### src/rtl/addr_map_pkg.sv
// MIPS-style virtual memory map and the kseg0/kseg1 unmapped translation.
package addr_map_pkg;

    localparam logic [31:0] KSEG0_BASE = 32'h8000_0000;
    localparam logic [31:0] KSEG1_BASE = 32'hA000_0000;
    localparam logic [31:0] KSEG2_BASE = 32'hC000_0000;

    typedef struct packed {
        logic [31:0] phys;
        logic        uncached;
    } xlat_t;

    // kseg0/kseg1 alias the low 512 MB; everything else is passed through untouched.
    function automatic xlat_t virt_to_phys(input logic [31:0] addr);
        xlat_t r;
        r.phys     = addr;
        r.uncached = 1'b0;
        if (addr >= KSEG0_BASE && addr < KSEG2_BASE) begin
            r.phys     = {3'b000, addr[28:0]};
            r.uncached = (addr >= KSEG1_BASE);
        end
        return r;
    endfunction

endpackage

### src/rtl/cbus_pkg.sv
// Common CBus header: request/response beat formats shared by every master and slave.
package cbus_pkg;

    typedef struct packed {
        logic        valid;
        logic        is_write;
        logic [3:0]  len;       // beats minus one
        logic [3:0]  strb;
        logic [31:0] addr;
        logic [31:0] data;
    } cbus_req_t;

    typedef struct packed {
        logic        ready;
        logic        last;
        logic [31:0] data;
    } cbus_resp_t;

endpackage

### src/rtl/rr_picker.sv
// Combinational request picker: lowest index (mode=0) or first index at/after ptr with wrap (mode=1).
module rr_picker #(
    parameter int N     = 4,
    parameter int IDX_W = $clog2(N)
) (
    input  logic [N-1:0]     req,
    input  logic [IDX_W-1:0] ptr,
    input  logic             mode,
    output logic             found,
    output logic [IDX_W-1:0] idx
);

    logic [IDX_W-1:0] start;
    logic [IDX_W:0]   sum;
    logic [IDX_W-1:0] pos;

    always_comb begin
        found = 1'b0;
        idx   = '0;
        sum   = '0;
        pos   = '0;
        start = mode ? ptr : '0;
        for (int k = 0; k < N; k++) begin
            sum = {1'b0, start} + (IDX_W+1)'(k);
            if (sum >= (IDX_W+1)'(N)) begin
                sum = sum - (IDX_W+1)'(N);
            end
            pos = sum[IDX_W-1:0];
            if (!found && req[pos]) begin
                found = 1'b1;
                idx   = pos;
            end
        end
    end

endmodule

### src/rtl/cbus_xlat_arbiter.sv
// N-master CBus arbiter with burst-long grant hold and kseg0/kseg1 translation on the granted request.
//
//  state | meaning
//  ------+-----------------------------------------------------------
//  IDLE  | no burst in flight; outputs zero; arbitrate any valid master
//  BUSY  | grant_idx owns the bus until a response beat with last=1
module cbus_xlat_arbiter
    import cbus_pkg::*;
    import addr_map_pkg::*;
#(
    parameter int NUM_INPUTS = 4,
    parameter int ARB_MODE   = 0,
    parameter int IDX_W      = $clog2(NUM_INPUTS)
) (
    input  logic             clk,
    input  logic             reset,
    input  cbus_req_t        ireqs  [NUM_INPUTS],
    output cbus_resp_t       iresps [NUM_INPUTS],
    output cbus_req_t        oreq,
    input  cbus_resp_t       oresp,
    output logic             uncached,
    output logic             busy,
    output logic [IDX_W-1:0] grant_idx
);

    typedef enum logic {
        IDLE = 1'b0,
        BUSY = 1'b1
    } state_t;

    state_t           state, state_n;
    logic [IDX_W-1:0] grant_n;
    logic [IDX_W-1:0] rr_ptr, rr_n;
    logic [NUM_INPUTS-1:0] req_vec;
    logic             pick_found;
    logic [IDX_W-1:0] pick_idx;
    logic             burst_done;
    cbus_req_t        sel_req;
    xlat_t            xl;

    always_comb begin
        for (int i = 0; i < NUM_INPUTS; i++) begin
            req_vec[i] = ireqs[i].valid;
        end
    end

    rr_picker #(
        .N     (NUM_INPUTS),
        .IDX_W (IDX_W)
    ) u_picker (
        .req   (req_vec),
        .ptr   (rr_ptr),
        .mode  (ARB_MODE == 1),
        .found (pick_found),
        .idx   (pick_idx)
    );

    assign burst_done = oresp.ready && oresp.last;

    always_ff @(posedge clk) begin
        if (reset) begin
            state     <= IDLE;
            grant_idx <= '0;
            rr_ptr    <= '0;
        end else begin
            state     <= state_n;
            grant_idx <= grant_n;
            rr_ptr    <= rr_n;
        end
    end

    always_comb begin
        state_n = state;
        grant_n = grant_idx;
        rr_n    = rr_ptr;
        case (state)
            IDLE: begin
                if (pick_found) begin
                    state_n = BUSY;
                    grant_n = pick_idx;
                end
            end
            BUSY: begin
                if (burst_done) begin
                    state_n = IDLE;
                    // Pointer moves past the finisher so it is searched last next time.
                    if (ARB_MODE == 1) begin
                        rr_n = (grant_idx == IDX_W'(NUM_INPUTS-1)) ? '0 : grant_idx + IDX_W'(1);
                    end
                end
            end
            default: state_n = IDLE;
        endcase
    end

    assign sel_req = ireqs[grant_idx];
    assign xl      = virt_to_phys(sel_req.addr);
    assign busy    = (state == BUSY);

    always_comb begin
        oreq     = '0;
        uncached = 1'b0;
        if (busy) begin
            oreq      = sel_req;
            oreq.addr = xl.phys;
            uncached  = xl.uncached;
        end
        for (int i = 0; i < NUM_INPUTS; i++) begin
            iresps[i] = (busy && grant_idx == IDX_W'(i)) ? oresp : '0;
        end
    end

    a_granted_holds_valid: assert property (
        @(posedge clk) disable iff (reset)
        busy |-> sel_req.valid
    );

    a_granted_req_stable: assert property (
        @(posedge clk) disable iff (reset)
        (busy && !burst_done) |=> $stable(sel_req)
    );

endmodule
### config.mk
export PLATFORM = sky130hd
export DESIGN_NAME = cbus_xlat_arbiter
export DESIGN_NICKNAME = d
export VERILOG_FILES = /design/src/rtl/addr_map_pkg.sv /design/src/rtl/cbus_pkg.sv /design/src/rtl/rr_picker.sv /design/src/rtl/cbus_xlat_arbiter.sv
export SDC_FILE = /design/constraint.sdc
export NUM_CORES = 1
export LEC_CHECK = 0
export CAP_MARGIN = 20
export CORE_AREA = 8 8 208 210
export DETAILED_ROUTE_END_ITERATION = 8
export DIE_AREA = 0 0 216 218
export PLACE_DENSITY = 0.38
export SETUP_SLACK_MARGIN = 0.5
export SYNTH_ARGS = -nofsm -noshare
export SYNTH_HDL_FRONTEND = slang
export SYNTH_HIERARCHICAL = 1
export SYNTH_SLANG_ARGS = --single-unit
### constraint.sdc
create_clock -name clk -period 2.45 [get_ports clk]
set_input_delay 0.49 -clock clk [delete_from_list [all_inputs] [get_ports clk]]
set_output_delay 0.49 -clock clk [all_outputs]
set_load 0.03 [all_outputs]
; ---- After elaboration in Yosys (flattened, before gate mapping)
; Index checks and enable logic that the tools add are counted.
; W data, S select, Z words.
[word_totals]
register_bits = 3
out_inout_bits = 214
word_cells = 45
[op_classes]
eq_ne = 3
reduce_logical = 14
order_cmp = 4
mux = 20
bitwise_logic = 2
[ops]
columns = operator, count
row1 = $mux W74, 3
row2 = $bmux W74 S2, 1
row3 = $mux W34, 4
row4 = $ge A32 B32 Y1 const B, 2
row5 = $mux W33, 1
row6 = $lt A32 B32 Y1 const B, 1
row7 = $logic_and A1 B1 Y1, 9
row8 = $mux W1, 8
row9 = $eq A2 B2 Y1 const B, 2
row10 = $mux W2, 2
row11 = $ge A3 B3 Y1 const B, 1
row12 = $logic_not A1 Y1, 3
row13 = $not A2 Y3, 1
row14 = $eq A2 B1 Y1 const B, 1
row15 = $logic_not A2 Y1, 1
row16 = $pmux W1 S2, 1
row17 = $reduce_and A2 Y1, 1
row18 = $not A1 Y1, 1

; ---- Logic depth before layout (Yosys ltp)
[depth]
depth_word = 12
mapped_depth = 9
mapped_depth_nobuf = 8

; ---- Cells and area by module
; Netlist, hierarchy kept.
[by_module_without_submodules]
columns = mod, area_each_um2, instances, cells_per_inst
row1 = cbus_xlat_arbiter, 3338.2, 1, 341
row2 = rr_picker, 339.1, 1, 55

; ---- Worst setup path after synthesis
; Ideal clock, no wire load.
[synth_timing]
path_kind = register -> output
start = reg grant_idx[0]
end = out uncached
arrival_time_ns = 2.100
t_required_ns = 1.960
stages_incl_launch_ff = 5
setup_slack_ns = -0.140
cell_sequence = dfxtp_1 -> buf_6 -> buf_12 -> mux4_2 -> nor3b_1
[synth_between]
elab_chain_cells = 8
word_cells_on_any_way = 10
cone_classes = order compare (3) / mux (5) / bitwise (1) / reduce/logical (1)
[synth_lines]
columns = item, line_no
row1 = start: declaration, cbus_xlat_arbiter.sv:23  ; output logic [IDX_W-1:0] grant_idx
row2 = start signal: assignment, cbus_xlat_arbiter.sv:67  ; grant_idx <= grant_n;
row3 = $not A2 Y3 (implied by the code) *, cbus_xlat_arbiter.sv:96  ; assign sel_req = ireqs[grant_idx];
row4 = $bmux W74 S2 *, cbus_xlat_arbiter.sv:96
row5 = $mux W74 (implied by the code) * (2 in series), cbus_xlat_arbiter.sv:96
row6 = $ge A32 B32 Y1 / $lt A32 B32 Y1 (equally long branches), addr_map_pkg.sv:18  ; if (addr >= KSEG0_BASE && addr < KSEG2_BASE) begin
row7 = $logic_and A1 B1 Y1, addr_map_pkg.sv:18
row8 = $mux W33 *, addr_map_pkg.sv:18
row9 = $mux W1 *, cbus_xlat_arbiter.sv:103  ; if (busy) begin
row10 = end: declaration, cbus_xlat_arbiter.sv:21  ; output logic uncached,
; Mark *: on every way between the ends. The rest lies on a longest branch, timed or not. The select of a mux whose other input is x is not followed.

; ---- Worst setup path after layout
; Ends and elaborated chain as after synthesis.

==> flow_metrics.env <==
export IMPL_postRouteAntennaNets=0
export IMPL_routedWlPerCell_um=23.0
export IMPL_crit_path_end="uncached"
export IMPL_core_area_mm2=0.0402
export IMPL_cpPeakStageDelay_ps=520
export IMPL_io_pins=546
export IMPL_place_ws_ps=-276
export IMPL_yosys_top_cells_area="mux4_2 (45%), and2_1 (36%), clkbuf_1 (2.4%)"
export IMPL_grt_pass1_wl_mm=48.1
export IMPL_die_height_um=218
export IMPL_worstPathCellList="buf_12 > buf_12 > buf_4 > mux4_2 > nand2_2 > nor3b_4 > buf_6 > buf_12"
export IMPL_layoutNonFillerInstCount=1556
export IMPL_grtUsageMet2_pct=26.8
export IMPL_reg2reg_from="grant_idx[0]"
export IMPL_place_inst=1475
export IMPL_design_area_mm2=0.0124
export IMPL_drt_iter0_markers=144
export IMPL_hp_start="busy"
export IMPL_worst_path_dominant_cell_family="buffers and inverters"
export IMPL_holdWs_ps=613
export IMPL_clk_pin_slew_worst_paths_ps=30
export IMPL_path_common_cell="buf_12"
export IMPL_postLayoutCoreUtil_pct=30.9
export IMPL_top_usage_layer="met2"
export IMPL_reg2reg_depth=5
export IMPL_cp_slowest_cell="mux4_2"
export IMPL_cp_depth=8
export IMPL_cp_max_fo=5
export IMPL_gp_congestion=0.821
export IMPL_finClkSkew_ps=0.483
export IMPL_via_per_inst=3.77
export IMPL_finalHoldViolations=0
export IMPL_clockRootBuffer="clkbuf_16"
export IMPL_synthCells=396
export IMPL_critical_path_buf_inv_count=5
export IMPL_async_flop_share_pct=0
export IMPL_post_synth_num_cell_types=41
export IMPL_outcome="finished, final reports clean"
export IMPL_grt_usage_pct=13.6
export IMPL_maxCapViolCount=0
export IMPL_ctsHtreeMaxLevel=1
export IMPL_drc_errors=0
export IMPL_io_buffers=545
export IMPL_ys_seq_area_share_pct=1.63
export IMPL_area_growth_pct=238
export IMPL_grt_max_degree=37
export IMPL_tritoncts="built"
export IMPL_crit_required_ps=1960
export IMPL_fillers=4165
export IMPL_critical_path_arrival_ps=1920
export IMPL_p_leak_nw=5.16
export IMPL_drive_gt1_share_pct=60.8
export IMPL_grt_overflow=0
export IMPL_dp_hpwl_mm=27.3
export IMPL_yosys_area_top_type_share_pct=45.3
export IMPL_grt_setup_unrepaired="true"
export IMPL_worstReg2RegEnd="grant_idx[0]"
export IMPL_firstDrtPassIters=4
export IMPL_synth_top_area_cell="mux4_2"
export IMPL_setup_slack_ps=40.5
export IMPL_yosysMostFrequentCell="and2_1"
export IMPL_endpoint_kind="output pin"
export IMPL_antenna_found_initial=1
export IMPL_ys_seq_elements=3
export IMPL_die_area_mm2=0.0471
export IMPL_min_path_type="flip-flop to flip-flop"
export IMPL_use_met3_pct=5.42
export IMPL_p_per_area_mw_per_mm2=255
export IMPL_finalNetCount=1357
export IMPL_cts_sinks=3
export IMPL_diodes=0
export IMPL_r2r_slack_ps=1410
export IMPL_synth_edf_count=0
export IMPL_rows=74
export IMPL_setup_viol=0
export IMPL_critical_path_class="flip-flop to output pin"
export IMPL_ir_worst_vdd_mv=0.167
export IMPL_cts_inserted_buffers=3
export IMPL_grt_pass1_vias=6781
export IMPL_startpoint="grant_idx[0]"
export IMPL_synth_common_cells="and2_1 (209), mux4_2 (74), clkbuf_1 (24), buf_2 (11), nand2_1 (10)"
export IMPL_grtUsageMet1_pct=13.8
export IMPL_synthFlopType="dfxtp_1"
export IMPL_max_freq_ghz=0.415
export IMPL_post_route_period_util_pct=98.3
export IMPL_clkLatencyLatePin_ps=220
export IMPL_syn_area_per_cell_um2=9.29
export IMPL_cp_start_kind="flip-flop"
export IMPL_placed_area_mm2=0.00998
export IMPL_yosysWarnings=6
export IMPL_fin_crit_ps=2410
export IMPL_die_width_um=216
export IMPL_finalMaxSlewViolations=0
export IMPL_routed_wl_mm=35.7
export IMPL_cts_buffer_depth=2
export IMPL_netlist_area_mm2=0.00368
export IMPL_initial_utilization_pct=9.15
export IMPL_vias=5872
[metal layers]
layer | wire [um] | part of all wire [%] | up-vias
met5 | 12 | 0.034 | -
met4 | 407 | 1.1 | 2
met3 | 3650 | 10 | 20
met2 | 19400 | 54 | 357
met1 | 12300 | 34 | 2809
li1 | - | - | 2684
[worst reg2reg max path, stage by stage (launching register included)]
cell	delay, ps
dfxtp_4	360
buf_12	150
buf_6	120
buf_12	130
mux2i_1	130
nor2_1	60
[power breakdown]
part	internal [mW]	switching [mW]
clock network	0.215	0.0441
registers	0.0537	0.0132
logic	1.70	1.14
[cell usage in the layout (no fill, tap or decap), types with 2 or more instances in the layout]
master | Yosys | layout
clkdlybuf4s50_1 | 0 | 302
buf_6 | 2 | 218
and2_4 | 0 | 208
mux4_2 | 74 | 74
buf_12 | 2 | 39
dlygate4sd2_1 | 0 | 28
buf_4 | 5 | 24
buf_8 | 0 | 18
buf_16 | 0 | 16
conb_1 | 1 | 14
clkbuf_16 | 0 | 10
nand2_1 | 10 | 9
nor2_1 | 8 | 7
dlymetal6s2s_1 | 0 | 3
a21oi_1 | 4 | 3
nor2b_1 | 4 | 3
nand3_1 | 3 | 3
nor3b_4 | 0 | 2
inv_1 | 2 | 2
nand2_2 | 1 | 2
mux2i_1 | 2 | 2
dfxtp_4 | 0 | 2
o21ai_1 | 2 | 2
o22ai_1 | 2 | 2
nand4_1 | 2 | 2
a31oi_1 | 2 | 2
[logic make-up (layout without fill, tap and decap cells)]
family                 after synthesis  count (layout)  synth area share, %
muxes                               77              77                 46.2
other                                1              14                0.102
DFF                                  3               3                 1.63
AOI/OAI and AO/OA                   23              23                 4.36
and+or+nand+nor                    246             246                 40.9
buffers and inverters               46             661                 6.87
[registers in the layout, indices dropped and copies added (netlist names)]
signal,flops
grant_idx,2
busy,1
[repair_timing]
item / in CTS / in global routing
hold buffers: 0 / 0
resized for setup: 531 / 129
hold endpoints to repair: 0 / 0
pin swaps: 42 / 14
setup buffers: 38 / 16
cloned: 16 / 7
endpoints found under the setup margin: 215 / 215
[through the flow]
step	setup TNS (ps)	power [mW]
2_1_floorplan	0	1.15
3_3_place_gp	-4430	2.30
3_5_place_dp	-4380	2.29
4_1_cts	-17.2	3.09
5_1_grt	-19.4	3.33
6_report	0	3.17
[final cells by class]
| class | count | area (um^2) | share of cell area [%] |
|---|---|---|---|
| clock buffers | 4 | 78.8 | 0.635 |
| inverters | 2 | 7.51 | 0.0604 |
| well taps | 532 | 666 | 5.36 |
| flip-flops and latches | 3 | 68.8 | 0.554 |
| multi-input cells | 360 | 4000 | 32.2 |
| repair buffers | 655 | 7610 | 61.2 |
[how the worst min path moves through the flow]
stage	cells past startpoint	slack (ps)	endpoint
finish	2	610	busy
global route	2	650	busy
CTS	2	610	busy
detailed placement	2	610	busy
global placement	2	600	busy
floorplan	1	550	grant_idx[0]
No activity file was read; power rests on OpenSTA's default activity.
